`config.mk`:
```
export PLATFORM = sky130hd
export DESIGN_NAME = alu_cmd_issuer
export DESIGN_NICKNAME = d
export VERILOG_FILES = /design/src/rtl/alu_cmd_issuer_pkg.sv /design/src/rtl/alu_cmd_issuer_cmd_fifo.sv /design/src/rtl/alu_cmd_issuer.sv
export SDC_FILE = /design/constraint.sdc
export NUM_CORES = 1
export LEC_CHECK = 0
export ABC_AREA = 1
export CORE_UTILIZATION = 52
export CTS_BUF_LIST = sky130_fd_sc_hd__clkbuf_8
export CTS_CLUSTER_DIAMETER = 120
export DETAILED_ROUTE_END_ITERATION = 8
export GPL_TIMING_DRIVEN = 0
export PLACE_DENSITY = 0.79
export SLEW_MARGIN = 20
export SYNTH_ARGS = -nofsm -noshare
export SYNTH_HDL_FRONTEND = slang
export SYNTH_HIERARCHICAL = 1
export SYNTH_SLANG_ARGS = --single-unit
```
`constraint.sdc`:
```
create_clock -name clk -period 4.52 [get_ports clk]
set_clock_uncertainty 0.2 [all_clocks]
set_input_delay 0.904 -clock clk [delete_from_list [all_inputs] [get_ports clk]]
set_output_delay 0.904 -clock clk [all_outputs]
set_load 0.02 [all_outputs]
```
`src/rtl/alu_cmd_issuer_pkg.sv`:
```
// Shared definitions for the ALU command issuer: op codes, the legal-op
// check and the issue FSM state encoding.
package alu_cmd_issuer_pkg;

    localparam int DATA_W = 32;
    localparam int OP_W   = 3;

    localparam logic [OP_W-1:0] OP_ADD = 3'b000;
    localparam logic [OP_W-1:0] OP_SUB = 3'b001;
    localparam logic [OP_W-1:0] OP_AND = 3'b010;
    localparam logic [OP_W-1:0] OP_OR  = 3'b011;
    localparam logic [OP_W-1:0] OP_SRL = 3'b100;
    localparam logic [OP_W-1:0] OP_SRA = 3'b101;

    typedef enum logic [1:0] {
        ST_IDLE  = 2'd0,
        ST_ISSUE = 2'd1,
        ST_HOLD  = 2'd2
    } state_e;

    // Returns 1 for the six ALU op codes and 0 for every other code.
    function automatic logic is_legal_op(input logic [OP_W-1:0] op);
        case (op)
            OP_ADD, OP_SUB, OP_AND, OP_OR, OP_SRL, OP_SRA: return 1'b1;
            default:                                       return 1'b0;
        endcase
    endfunction

endpackage

```
`src/rtl/alu_cmd_issuer_cmd_fifo.sv`:
```
// Synchronous command FIFO with occupancy count; push is ignored when full
// and pop is ignored when empty. Read data is the current head entry.
module cmd_fifo #(
    parameter int DEPTH = 4,
    parameter int WIDTH = 8
) (
    input  logic                   clk,
    input  logic                   rst_n,
    input  logic                   push,
    input  logic [WIDTH-1:0]       wdata,
    input  logic                   pop,
    output logic [WIDTH-1:0]       rdata,
    output logic [$clog2(DEPTH):0] count,
    output logic                   full,
    output logic                   empty
);

    localparam int PTR_W = $clog2(DEPTH);

    logic [WIDTH-1:0] mem_q [DEPTH];
    logic [PTR_W-1:0] wr_ptr_q;
    logic [PTR_W-1:0] rd_ptr_q;
    logic [PTR_W:0]   count_q;
    logic             do_push;
    logic             do_pop;

    assign do_push = push && !full;
    assign do_pop  = pop && !empty;

    // Pointer and occupancy bookkeeping; pointers wrap naturally since DEPTH is a power of two.
    always_ff @(posedge clk or negedge rst_n) begin
        if (!rst_n) begin
            wr_ptr_q <= '0;
            rd_ptr_q <= '0;
            count_q  <= '0;
        end else begin
            // NOTE: non-blocking assignments so every register samples pre-edge values.
            if (do_push) wr_ptr_q <= wr_ptr_q + PTR_W'(1);
            if (do_pop)  rd_ptr_q <= rd_ptr_q + PTR_W'(1);
            case ({do_push, do_pop})
                2'b10:   count_q <= count_q + (PTR_W+1)'(1);
                2'b01:   count_q <= count_q - (PTR_W+1)'(1);
                default: count_q <= count_q;
            endcase
        end
    end

    // Entry storage.
    // NOTE: storage is not reset; occupancy decides which entries are meaningful.
    always_ff @(posedge clk) begin
        if (do_push) mem_q[wr_ptr_q] <= wdata;
    end

    assign rdata = mem_q[rd_ptr_q];
    assign count = count_q;
    assign full  = (count_q == (PTR_W+1)'(DEPTH));
    assign empty = (count_q == '0);

endmodule

```
`src/rtl/alu_cmd_issuer.sv`:
```
// ALU command issuer: buffers requests, drives one command at a time to an
// external combinational ALU, and returns the registered result with its tag.
module alu_cmd_issuer
    import alu_cmd_issuer_pkg::*;
#(
    parameter int DEPTH = 4,
    parameter int TAG_W = 4
) (
    input  logic                   clk,
    input  logic                   rst_n,
    input  logic                   req_valid,
    output logic                   req_ready,
    input  logic [OP_W-1:0]        req_op,
    input  logic [DATA_W-1:0]      req_a,
    input  logic [DATA_W-1:0]      req_b,
    input  logic [TAG_W-1:0]       req_tag,
    output logic [DATA_W-1:0]      alu_A,
    output logic [DATA_W-1:0]      alu_B,
    output logic [OP_W-1:0]        alu_op,
    input  logic [DATA_W-1:0]      alu_C,
    output logic                   rsp_valid,
    input  logic                   rsp_ready,
    output logic [DATA_W-1:0]      rsp_data,
    output logic [TAG_W-1:0]       rsp_tag,
    output logic                   rsp_err,
    output logic [$clog2(DEPTH):0] fifo_count
);

    typedef struct packed {
        logic [OP_W-1:0]   op;
        logic [DATA_W-1:0] a;
        logic [DATA_W-1:0] b;
        logic [TAG_W-1:0]  tag;
    } cmd_t;

    localparam int CMD_W = $bits(cmd_t);

    cmd_t  push_cmd;
    cmd_t  head_cmd;
    logic  fifo_full;
    logic  fifo_empty;
    logic  fifo_pop;
    logic  load;

    state_e            state_q,     state_d;
    logic [OP_W-1:0]   op_q,        op_d;
    logic [DATA_W-1:0] a_q,         a_d;
    logic [DATA_W-1:0] b_q,         b_d;
    logic [TAG_W-1:0]  tag_q,       tag_d;
    logic              err_q,       err_d;
    logic              rsp_valid_q, rsp_valid_d;
    logic [DATA_W-1:0] rsp_data_q,  rsp_data_d;
    logic [TAG_W-1:0]  rsp_tag_q,   rsp_tag_d;
    logic              rsp_err_q,   rsp_err_d;

    assign push_cmd = '{op: req_op, a: req_a, b: req_b, tag: req_tag};

    cmd_fifo #(
        .DEPTH (DEPTH),
        .WIDTH (CMD_W)
    ) u_cmd_fifo (
        .clk   (clk),
        .rst_n (rst_n),
        .push  (req_valid && req_ready),
        .wdata (push_cmd),
        .pop   (fifo_pop),
        .rdata (head_cmd),
        .count (fifo_count),
        .full  (fifo_full),
        .empty (fifo_empty)
    );

    assign req_ready = !fifo_full;

    // Next-state logic: issue sequencing, operand loading and result capture.
    always_comb begin
        // NOTE: every output of this block gets a default first so no latch is inferred.
        state_d     = state_q;
        op_d        = op_q;
        a_d         = a_q;
        b_d         = b_q;
        tag_d       = tag_q;
        err_d       = err_q;
        rsp_valid_d = rsp_valid_q;
        rsp_data_d  = rsp_data_q;
        rsp_tag_d   = rsp_tag_q;
        rsp_err_d   = rsp_err_q;
        load        = 1'b0;
        fifo_pop    = 1'b0;

        case (state_q)
            ST_IDLE: begin
                if (!fifo_empty) begin
                    load    = 1'b1;
                    state_d = ST_ISSUE;
                end
            end
            ST_ISSUE: begin
                // The ALU has had a full cycle on stable operands; capture now.
                rsp_valid_d = 1'b1;
                rsp_data_d  = err_q ? '0 : alu_C;
                rsp_tag_d   = tag_q;
                rsp_err_d   = err_q;
                state_d     = ST_HOLD;
            end
            ST_HOLD: begin
                if (rsp_ready) begin
                    rsp_valid_d = 1'b0;
                    if (!fifo_empty) begin
                        load    = 1'b1;
                        state_d = ST_ISSUE;
                    end else begin
                        state_d = ST_IDLE;
                    end
                end
            end
            default: state_d = ST_IDLE;
        endcase

        // Illegal ops still occupy an issue slot but present a harmless ADD to the ALU.
        if (load) begin
            fifo_pop = 1'b1;
            op_d     = is_legal_op(head_cmd.op) ? head_cmd.op : OP_ADD;
            a_d      = head_cmd.a;
            b_d      = head_cmd.b;
            tag_d    = head_cmd.tag;
            err_d    = !is_legal_op(head_cmd.op);
        end
    end

    // State, operand and response registers.
    always_ff @(posedge clk or negedge rst_n) begin
        if (!rst_n) begin
            state_q     <= ST_IDLE;
            op_q        <= '0;
            a_q         <= '0;
            b_q         <= '0;
            tag_q       <= '0;
            err_q       <= 1'b0;
            rsp_valid_q <= 1'b0;
            rsp_data_q  <= '0;
            rsp_tag_q   <= '0;
            rsp_err_q   <= 1'b0;
        end else begin
            state_q     <= state_d;
            op_q        <= op_d;
            a_q         <= a_d;
            b_q         <= b_d;
            tag_q       <= tag_d;
            err_q       <= err_d;
            rsp_valid_q <= rsp_valid_d;
            rsp_data_q  <= rsp_data_d;
            rsp_tag_q   <= rsp_tag_d;
            rsp_err_q   <= rsp_err_d;
        end
    end

    assign alu_A     = a_q;
    assign alu_B     = b_q;
    assign alu_op    = op_q;
    assign rsp_valid = rsp_valid_q;
    assign rsp_data  = rsp_data_q;
    assign rsp_tag   = rsp_tag_q;
    assign rsp_err   = rsp_err_q;

endmodule

```
# Word-level counts from Yosys, hierarchy flattened
# Memory sizes are Yosys's and may differ from the RTL's.
# Cells that the tools add are included.
dict set report totals {
  out_inout_bits 109
  input_bits 107
  n_memories 1
  mem_bits_rw 284
  register_bits 119
  elab_cells 61
}
dict set report classes {
  mux 17
  addsub 4
  n_eq_ne 12
  reduce_logical 14
}
# name depth width rd rd_ports_with_merged_regs wr line_no
set memory_table {}
lappend memory_table {u_cmd_fifo.mem_q 4 71 1 0 1 alu_cmd_issuer_cmd_fifo.sv:20} ;# logic [WIDTH-1:0] mem_q [DEPTH];
# cell n
set ops {}
lappend ops {{32-bit two-way mux} 1}
lappend ops {{3-bit == test (second input constant)} 3}
lappend ops {{1-bit two-way mux} 9}
lappend ops {{3-bit by 2-bit == test with 1-bit output (second input constant)} 2}
lappend ops {{3-bit zero test} 2}
lappend ops {{2-bit case mux with 3 select lines} 1}
lappend ops {{3-bit case mux with 2 select lines} 1}
lappend ops {{6-bit OR reduction} 1}
lappend ops {{2-bit by 1-bit adder with 2-bit output (second input constant)} 2}
lappend ops {{2-bit by 1-bit == test with 1-bit output (second input constant)} 2}
lappend ops {{2-bit == test (second input constant)} 2}
lappend ops {{2-bit two-way mux} 2}
lappend ops {{2-bit inequality test (second input constant)} 2}
lappend ops {{1-bit case mux with 2 select lines} 2}
lappend ops {{2-bit AND reduction} 2}
lappend ops {{2-bit nonzero test} 2}
lappend ops {{3-bit by 1-bit adder with 3-bit output (second input constant)} 1}
lappend ops {{3-bit by 1-bit == test with 1-bit output (second input constant)} 1}
lappend ops {{1-bit logical AND} 3}
lappend ops {{1-bit zero test} 3}
lappend ops {{3-bit two-way mux} 1}
lappend ops {{3-bit by 1-bit subtractor with 3-bit output (second input constant)} 1}
lappend ops {{2-bit zero test} 1}

# Logic depth before layout (Yosys ltp)
# Gate-level depths: netlist (run 1).
dict set report depth {
  ltp_word 8
  ltp_mapped 18
  ltp_nobuf 16
}

# Hierarchy
# Netlist (run 1), hierarchy kept.
# module area_per_inst_um2 seq_area_each_um2 instances cells_each
set by_module_without_submodules {}
lappend by_module_without_submodules {cmd_fifo 11787.6 8703.3 1 889}
lappend by_module_without_submodules {alu_cmd_issuer 4714.5 2802.7 1 481}

# Worst setup path after synthesis (run 1)
# OpenSTA, ideal clock, no wires.
dict set report synth_timing {
  path_kind {input port to flip-flop}
  from {input port req_valid}
  to {memory u_cmd_fifo/mem_q[0][0] in the netlist's numbering (enable)}
  n_path_buf 0
  setup_time_ns 0.501
  arrival_time_ns 4.213
  required_ns 3.819
  cell_stages 4
  setup_slack_ns -0.394
  cell_sequence {inv_1 -> nor2_1 -> nand2_1 -> nor2_1}
}
dict set report synth_between {
  elab_chain_len 4
}
# item line_no
set synth_rtl {}
lappend synth_rtl {{from (decl)} alu_cmd_issuer.sv:11} ;# input logic req_valid,
lappend synth_rtl {{1-bit logical AND} alu_cmd_issuer.sv:64} ;# .push (req_valid && req_ready),
lappend synth_rtl {{1-bit logical AND} alu_cmd_issuer_cmd_fifo.sv:27} ;# assign do_push = push && !full;
lappend synth_rtl {{1-bit two-way mux} alu_cmd_issuer_cmd_fifo.sv:51} ;# if (do_push) mem_q[wr_ptr_q] <= wdata;
lappend synth_rtl {{1-bit two-way mux (implied by the code)} alu_cmd_issuer_cmd_fifo.sv:51}
lappend synth_rtl {{to (decl)} alu_cmd_issuer_cmd_fifo.sv:20}
# No other way between the ends.

# Final worst setup path (run 1)
dict set report layout_timing {
  from {register u_cmd_fifo.count_q[1], in the netlist u_cmd_fifo/count[1]}
  to {output port req_ready}
}
dict set report layout_between {
  elab_chain_len 2
}
# item line_no
set layout_rtl {}
lappend layout_rtl {{from (decl)} alu_cmd_issuer_cmd_fifo.sv:23} ;# logic [PTR_W:0] count_q;
lappend layout_rtl {{from (signal assigned)} alu_cmd_issuer_cmd_fifo.sv:41} ;# 2'b10: count_q <= count_q + (PTR_W+1)'(1);
lappend layout_rtl {{from (signal assigned)} alu_cmd_issuer_cmd_fifo.sv:42} ;# 2'b01: count_q <= count_q - (PTR_W+1)'(1);
lappend layout_rtl {{from (signal assigned)} alu_cmd_issuer_cmd_fifo.sv:43} ;# default: count_q <= count_q;
lappend layout_rtl {{3-bit == test} alu_cmd_issuer_cmd_fifo.sv:56} ;# assign full = (count_q == (PTR_W+1)'(DEPTH));
lappend layout_rtl {{via fifo_full} alu_cmd_issuer.sv:40} ;# logic fifo_full;
lappend layout_rtl {{1-bit zero test} alu_cmd_issuer.sv:73} ;# assign req_ready = !fifo_full;
lappend layout_rtl {{to (decl)} alu_cmd_issuer.sv:12} ;# output logic req_ready,
# The timed path passes the listed nets, and every way through them passes these cells.

==> flow_summary.yaml, run 1 <==
worst_setup_path:
  crit_chain: "inv_1 -> nand3_1 -> inv_1 -> inv_1 -> clkdlybuf4s50_1"
  slowest_delay_ns: 0.54
  rr_worst_depth: 14
  crit_family: "buffers and inverters"
  crit_path_end_kind: "output pin"
  worst-path-buf-inv: 4
  setup.worst_path.class: "reg2out"
  cp.required_ns: 3.42
  crit_start: "u_cmd_fifo/count[1]$_DFFE_PN0P_"
  slowest_stage: "clkdlybuf4s50_1"
  reg2reg_slack_ns: 1.57
  r2r-start: "u_cmd_fifo/count[1]$_DFFE_PN0P_"
  cp.depth: 5
  cp_max_fo: 4
  cp.arrival_ns: 1.99
  crit_path_frequent_cell: "inv_1"
  critPathLaunchType: "flip-flop"
sta:
  setup_slack_ns: 1.43
  final_max_slew_viol_count: 0
  period_share: 0.684
  hold_ws_ns: 0.0790
  setup_viol: 0
  tightestPinTransition_ns: 0.614
  fin_tns_setup_ns: 0
  fmax_mhz: 324
  hold_viol_final: 0
  period_needed_ns: 3.09
  rsz0062_at_grt: "false"
  slew_headroom: 0.589
power:
  vdd_drop_max_mv: 0.463
  p_per_area_mw_per_mm2: 731
  p_clk_frac: 0.210
  combPwrFrac: 0.431
  swShare: 0.377
  intPower_uw: 9510
  p_leak_uw: 0.00901
  p_switching_uw: 5750
  power_frac_seq: 0.359
job:
  drv_cap: 0
clock_tree:
  cts_hold_buf: 0
  numCtsBuffers: 61
  clock-sinks: 403
  clock_latency_ns: 0.59
  post_cts.repair.setup_buffers: 0
  cts_tree: "done"
  root_buffer: "clkbuf_8"
  clkSlewWorstSetupHoldPaths_ns: 0.06
  cts_resized: 0
  clk_path_buf_depth: 3
  htreeDepth: 2
placement:
  post_dp_cell_area_mm2: 0.0195
  gp_congestion: 0.774
  io_buffers: 215
  post-place-ws_ns: 1.06
  dp_hpwl_mm: 24.6
floorplan:
  die_x_um: 180
  fp-row-count: 64
  die_area_mm2: 0.0325
  ios: 216
  die_y_um: 180
  design.core.area_mm2: 0.0309
  start_util: 0.534
logic_synthesis:
  avgSynthCellArea_um2: 12.0
  synth_warnings: 6
  ys_seq_area_frac: 0.697
  syn_nets: 1483
  synth-seq-cells: 403
  syn_inst: 1370
  synth_cell_types: 20
  syn_area_mm2: 0.0165
drt:
  wl_met1_mm: 14.8
  dr.pass1.iters: 6
  dr_wl_met3_mm: 2.93
  vias: 10800
  vias_per_cell: 5.10
  dr.first_iter.drc_count: 729
  ant_nets: 0
  route.met2.wl_mm: 18.0
  wl_per_cell_um: 17.5
  drt-total-wl_mm: 36.9
  top_layer: "met5"
  drc: 0
layout:
  postLayoutCellArea_mm2: 0.0209
  fin_nets: 1774
  n_fill_cell: 2208
  final_cell_mix: "nand2_1 (415), edfxtp_1 (284), inv_1 (256), clkdlybuf4s50_1 (214), o211ai_1 (142)"
  register_area_mm2: 0.0115
  multi_input_area_mm2: 0.00349
  final_common_cell: "nand2_1"
  final_util: 0.675
  areaGrowthSynthToFinish_pct: 26.4
  drive_above_1_share: 0.150
status:
  run_status: "complete, no violations"
global_route:
  overflow: 0
  grt_pass1_wl_mm: 57.6
  grt_use_total: 0.230
  grt_max_degree: 67
  antenna_found_initial: 3
  grt_pass1_vias: 11100
worst_hold_path:
  hold_path_class: "in2async"
Yosys cell counts (all sizes together):
cell type,instances,area (um^2)
o21ai,75,646
inv,238,893
fa,1,20.0
nor2,10,45.0
xnor2,1,8.76
ha,5,62.6
nand2,417,1570
nand3,8,40.0
buf,66,627
nand4,1,6.26
clkbuf,3,11.3
edfxtp,284,8530
o211ai,142,1070
dfrtp,119,2980
power groups by stage:
stage	sequential (uW)	combinational [uW]	clock [uW]
after floorplan	6100	3530	0
after global placement	5630	6230	0
after detailed placement	5540	6590	0
after CTS	5470	6620	3280
after global routing	5560	7130	3430
final	5470	6570	3210
worst register-to-register path: cells and delay by family (launching register included):
| family | cells | cell delay, ns |
|---|---|---|
| buf+inv | 7 | 0.96 |
| fa+ha+maj | 2 | 0.62 |
| simple gates | 4 | 0.53 |
| flops | 1 | 0.40 |
| compound gates | 1 | 0.17 |
per-stage QoR:
step | total power [uW] | instances
floorplan | 9630 | 1370
global placement | 11900 | 1981
detailed placement | 12100 | 1994
CTS | 15400 | 2110
global route | 16100 | 2110
finish | 15300 | 2111
metal layers:
metal | up-vias | GRT usage
met3 | 98 | 0.0509
met1 | 5088 | 0.285
met4 | 6 | 0.0954
met2 | 445 | 0.393
li1 | 5130 | -
met5 | - | 0
logic make-up after synthesis:
group / count (synthesis) / synth area share
AO/OA/AOI/OAI: 217 / 0.104
adder cells (fa/ha/maj): 6 / 0.00500
buffers and inverters: 307 / 0.0928
AND/OR/NAND/NOR: 436 / 0.101
XOR/XNOR: 1 / 0.000531
flip-flops: 403 / 0.697
final timing paths:
| kind | end |
|---|---|
| hold reg to reg | rsp_tag[3]$_DFFE_PN0P_ |
| max in group asynchronous | alu_B[12]$_DFFE_PN0P_ |
| min in group clk | rsp_tag[3]$_DFFE_PN0P_ |
| setup reg to reg | u_cmd_fifo/count[1]$_DFFE_PN0P_ |
| hold / removal | rsp_data[12]$_DFFE_PN0P_ |
| setup / recovery | req_ready |
layout make-up:
type                       instances  area share
clock inverter                    37      0.0139
buffer                            69      0.0306
sequential                       403       0.552
clock buffer                      79      0.0521
timing repair buffer             228       0.118
tap                              396      0.0238
multi-input combinational        660       0.168
inverter                         238      0.0428
antenna                            1    0.000120
flip-flops by register name (all words and copies together) (netlist names):
name / flops
alu_A: 32
rsp_valid: 1
u_cmd_fifo/wr_ptr_q: 2
err_q: 1
tag_q: 4
state_q: 2
u_cmd_fifo/count: 3
rsp_data: 32
rsp_err: 1
alu_op: 3
u_cmd_fifo/rd_ptr_q: 2
alu_B: 32
rsp_tag: 4
u_cmd_fifo/mem_q: 284
No activity file was read; power rests on OpenSTA's default activity.
==> inputs of run 2 (changes only) <==
CORE_UTILIZATION = 57   (was 52)
PLACE_DENSITY = 0.82   (was 0.79)
clock period = 3.12 ns   (was 4.52 ns; I/O delays follow)
==> run 2 against run 1 <==
Effect of this change: core utilization up 6.2 points; die area down 8.7%; via count up 0.66%; wire length down 0.57%; combinational power up 45%; clock-buffer cell count down 13; sequential share of layout area up 0.25 points; cell count down 0.57%; critical endpoint is now u_cmd_fifo/mem_q[3][9]$_DFFE_PP_.
==> flow_summary.yaml, run 2 (synthesis gave the netlist of run 1 again) <==
drt:
  vias: 10800
  wl_per_cell_um: 17.5
  drt-total-wl_mm: 36.7
  vias_per_cell: 5.16
  drc: 0
  ant_nets: 0
  dr.first_iter.drc_count: 778
  dr.pass1.iters: 5
clock_tree:
  clock_latency_ns: 0.60
  clock-sinks: 403
  clk_path_buf_depth: 3
  cts_tree: "done"
  htreeDepth: 2
  cts_resized: 0
  clkSlewWorstSetupHoldPaths_ns: 0.06
  numCtsBuffers: 61
  root_buffer: "clkbuf_8"
worst_setup_path:
  crit_path_end_kind: "flip-flop"
  reg2reg_slack_ns: 0.25
  cp.depth: 9
  setup.worst_path.class: "reg2reg"
  crit_family: "simple AND/OR/NAND/NOR gates"
  r2r-start: "u_cmd_fifo/count[0]$_DFFE_PN0P_"
  critPathLaunchType: "flip-flop"
  cp.required_ns: 3.21
  cp_max_fo: 22
  cp.arrival_ns: 2.96
  crit_start: "u_cmd_fifo/count[0]$_DFFE_PN0P_"
  crit_path_frequent_cell: "buf_12"
  rr_worst_depth: 9
  slowest_stage: "nor2_4"
  slowest_delay_ns: 0.41
  r2r-end: "u_cmd_fifo/mem_q[3][9]$_DFFE_PP_"
  endpoint: "u_cmd_fifo/mem_q[3][9]$_DFFE_PP_"
  crit_chain: "inv_1 -> nand3_1 -> inv_1 -> nor2_1 -> nand2_1 -> nor2_4 -> buf_12 -> buf_12 -> buf_12"
  worst-path-buf-inv: 5
status:
  run_status: "complete, no violations"
placement:
  post-place-cells: 1977
  dp_hpwl_mm: 24.5
  gp_congestion: 0.748
  io_buffers: 215
sta:
  slew_headroom: 0.604
  period_share: 0.919
  hold_viol_final: 0
  hold_ws_ns: 0.269
  rsz0062_at_grt: "false"
  setup_viol: 0
  fmax_mhz: 349
  final_max_slew_viol_count: 0
  tightestPinTransition_ns: 0.594
  period_needed_ns: 2.87
power:
  p_leak_uw: 0.00896
  p_per_area_mw_per_mm2: 1050
  vdd_drop_max_mv: 0.597
floorplan:
  fp-row-count: 61
  ios: 216
  die_x_um: 172
  design.core.area_mm2: 0.0282
  die_area_mm2: 0.0296
  die_y_um: 172
  start_util: 0.586
global_route:
  grt_max_degree: 67
  grt_use_total: 0.253
  grt_pass1_wl_mm: 56.5
  grt_pass1_vias: 10800
  antenna_found_initial: 3
  overflow: 0
layout:
  final_cell_mix: "nand2_1 (415), edfxtp_1 (284), inv_1 (256), clkdlybuf4s50_1 (214), o211ai_1 (142)"
  multi_input_area_mm2: 0.00349
  n_fill_cell: 1769
  final_util: 0.737
  largest_reg_flops: 284
  fin_nets: 1780
  drive_above_1_share: 0.145
  register_area_mm2: 0.0115
  stdcell_count: 2099
  areaGrowthSynthToFinish_pct: 25.8
  largest-register: "u_cmd_fifo/mem_q"
  final_common_cell: "nand2_1"
worst_hold_path:
  min_from: "tag_q[1]$_DFFE_PN0P_"
  hold_path_class: "reg2reg"
  hold_path_depth: 2
job:
  drv_cap: 0
## run 2: layout make-up
type,instances,share of cell area
Inverter,238,0.0430
Tap cell,378,0.0228
Antenna cell,2,0.000241
Multi-Input combinational cell,660,0.168
Clock buffer,66,0.0438
Clock inverter,49,0.0151
Sequential cell,403,0.554
Buffer,69,0.0307
Timing Repair Buffer,234,0.122
## run 2: worst min-delay path by stage
stage / to / slack [ns]
final: rsp_tag[1]$_DFFE_PN0P_ / 0.27
after global routing: rsp_data[6]$_DFFE_PN0P_ / 0.30
after CTS: rsp_tag[1]$_DFFE_PN0P_ / 0.27
after detailed placement: rsp_tag[1]$_DFFE_PN0P_ / 0.25
after global placement: rsp_tag[3]$_DFFE_PN0P_ / 0.26
after floorplan: alu_A[0]$_DFFE_PN0P_ / 0.13
## run 2: worst register-to-register path, cell delays in order (launching register included)
cell     delay, ns
dfrtp_1       0.39
inv_1         0.10
nand3_1       0.15
inv_1         0.08
nor2_1        0.21
nand2_1       0.33
nor2_4        0.41
buf_12        0.24
buf_12        0.22
buf_12        0.21
## run 2: repair_timing
item | CTS | global route
hold endpoints to repair | 53 | 0
setup buffers | 0 | 4
setup endpoints to repair | 0 | 34
hold buffers | 1 | 0
## run 2: power breakdown
group          internal, uW  switching, uW  total [uW]
Sequential             7340            619        7960
Combinational          3810           5690        9500
Clock                  2280           1960        4240
Total                 13400           8270       21700
## run 2: per-stage QoR
step	total power (uW)	setup slack [ns]	setup TNS (ns)	cell area [um^2]
4_1_cts	21800	0.0702	0	20700
3_5_place_dp	17600	-0.291	-14.96	19500
5_1_grt	23000	0.0412	0	20800
3_3_place_gp	17000	-3.82	-1104.84	19100
2_1_floorplan	13900	-0.516	-146.57	16500
6_report	21700	0.254	0	20800
## run 2: layer usage
layer  wire (um)  part of all wire  vias up  global-route usage
met1       14100              0.39     5184               0.308
met4         962             0.026        4              0.0981
met2       18600              0.51      424               0.439
met3        2910             0.080       82              0.0579
li1            -                 -     5144                   -
met5          23           0.00063        -                   0
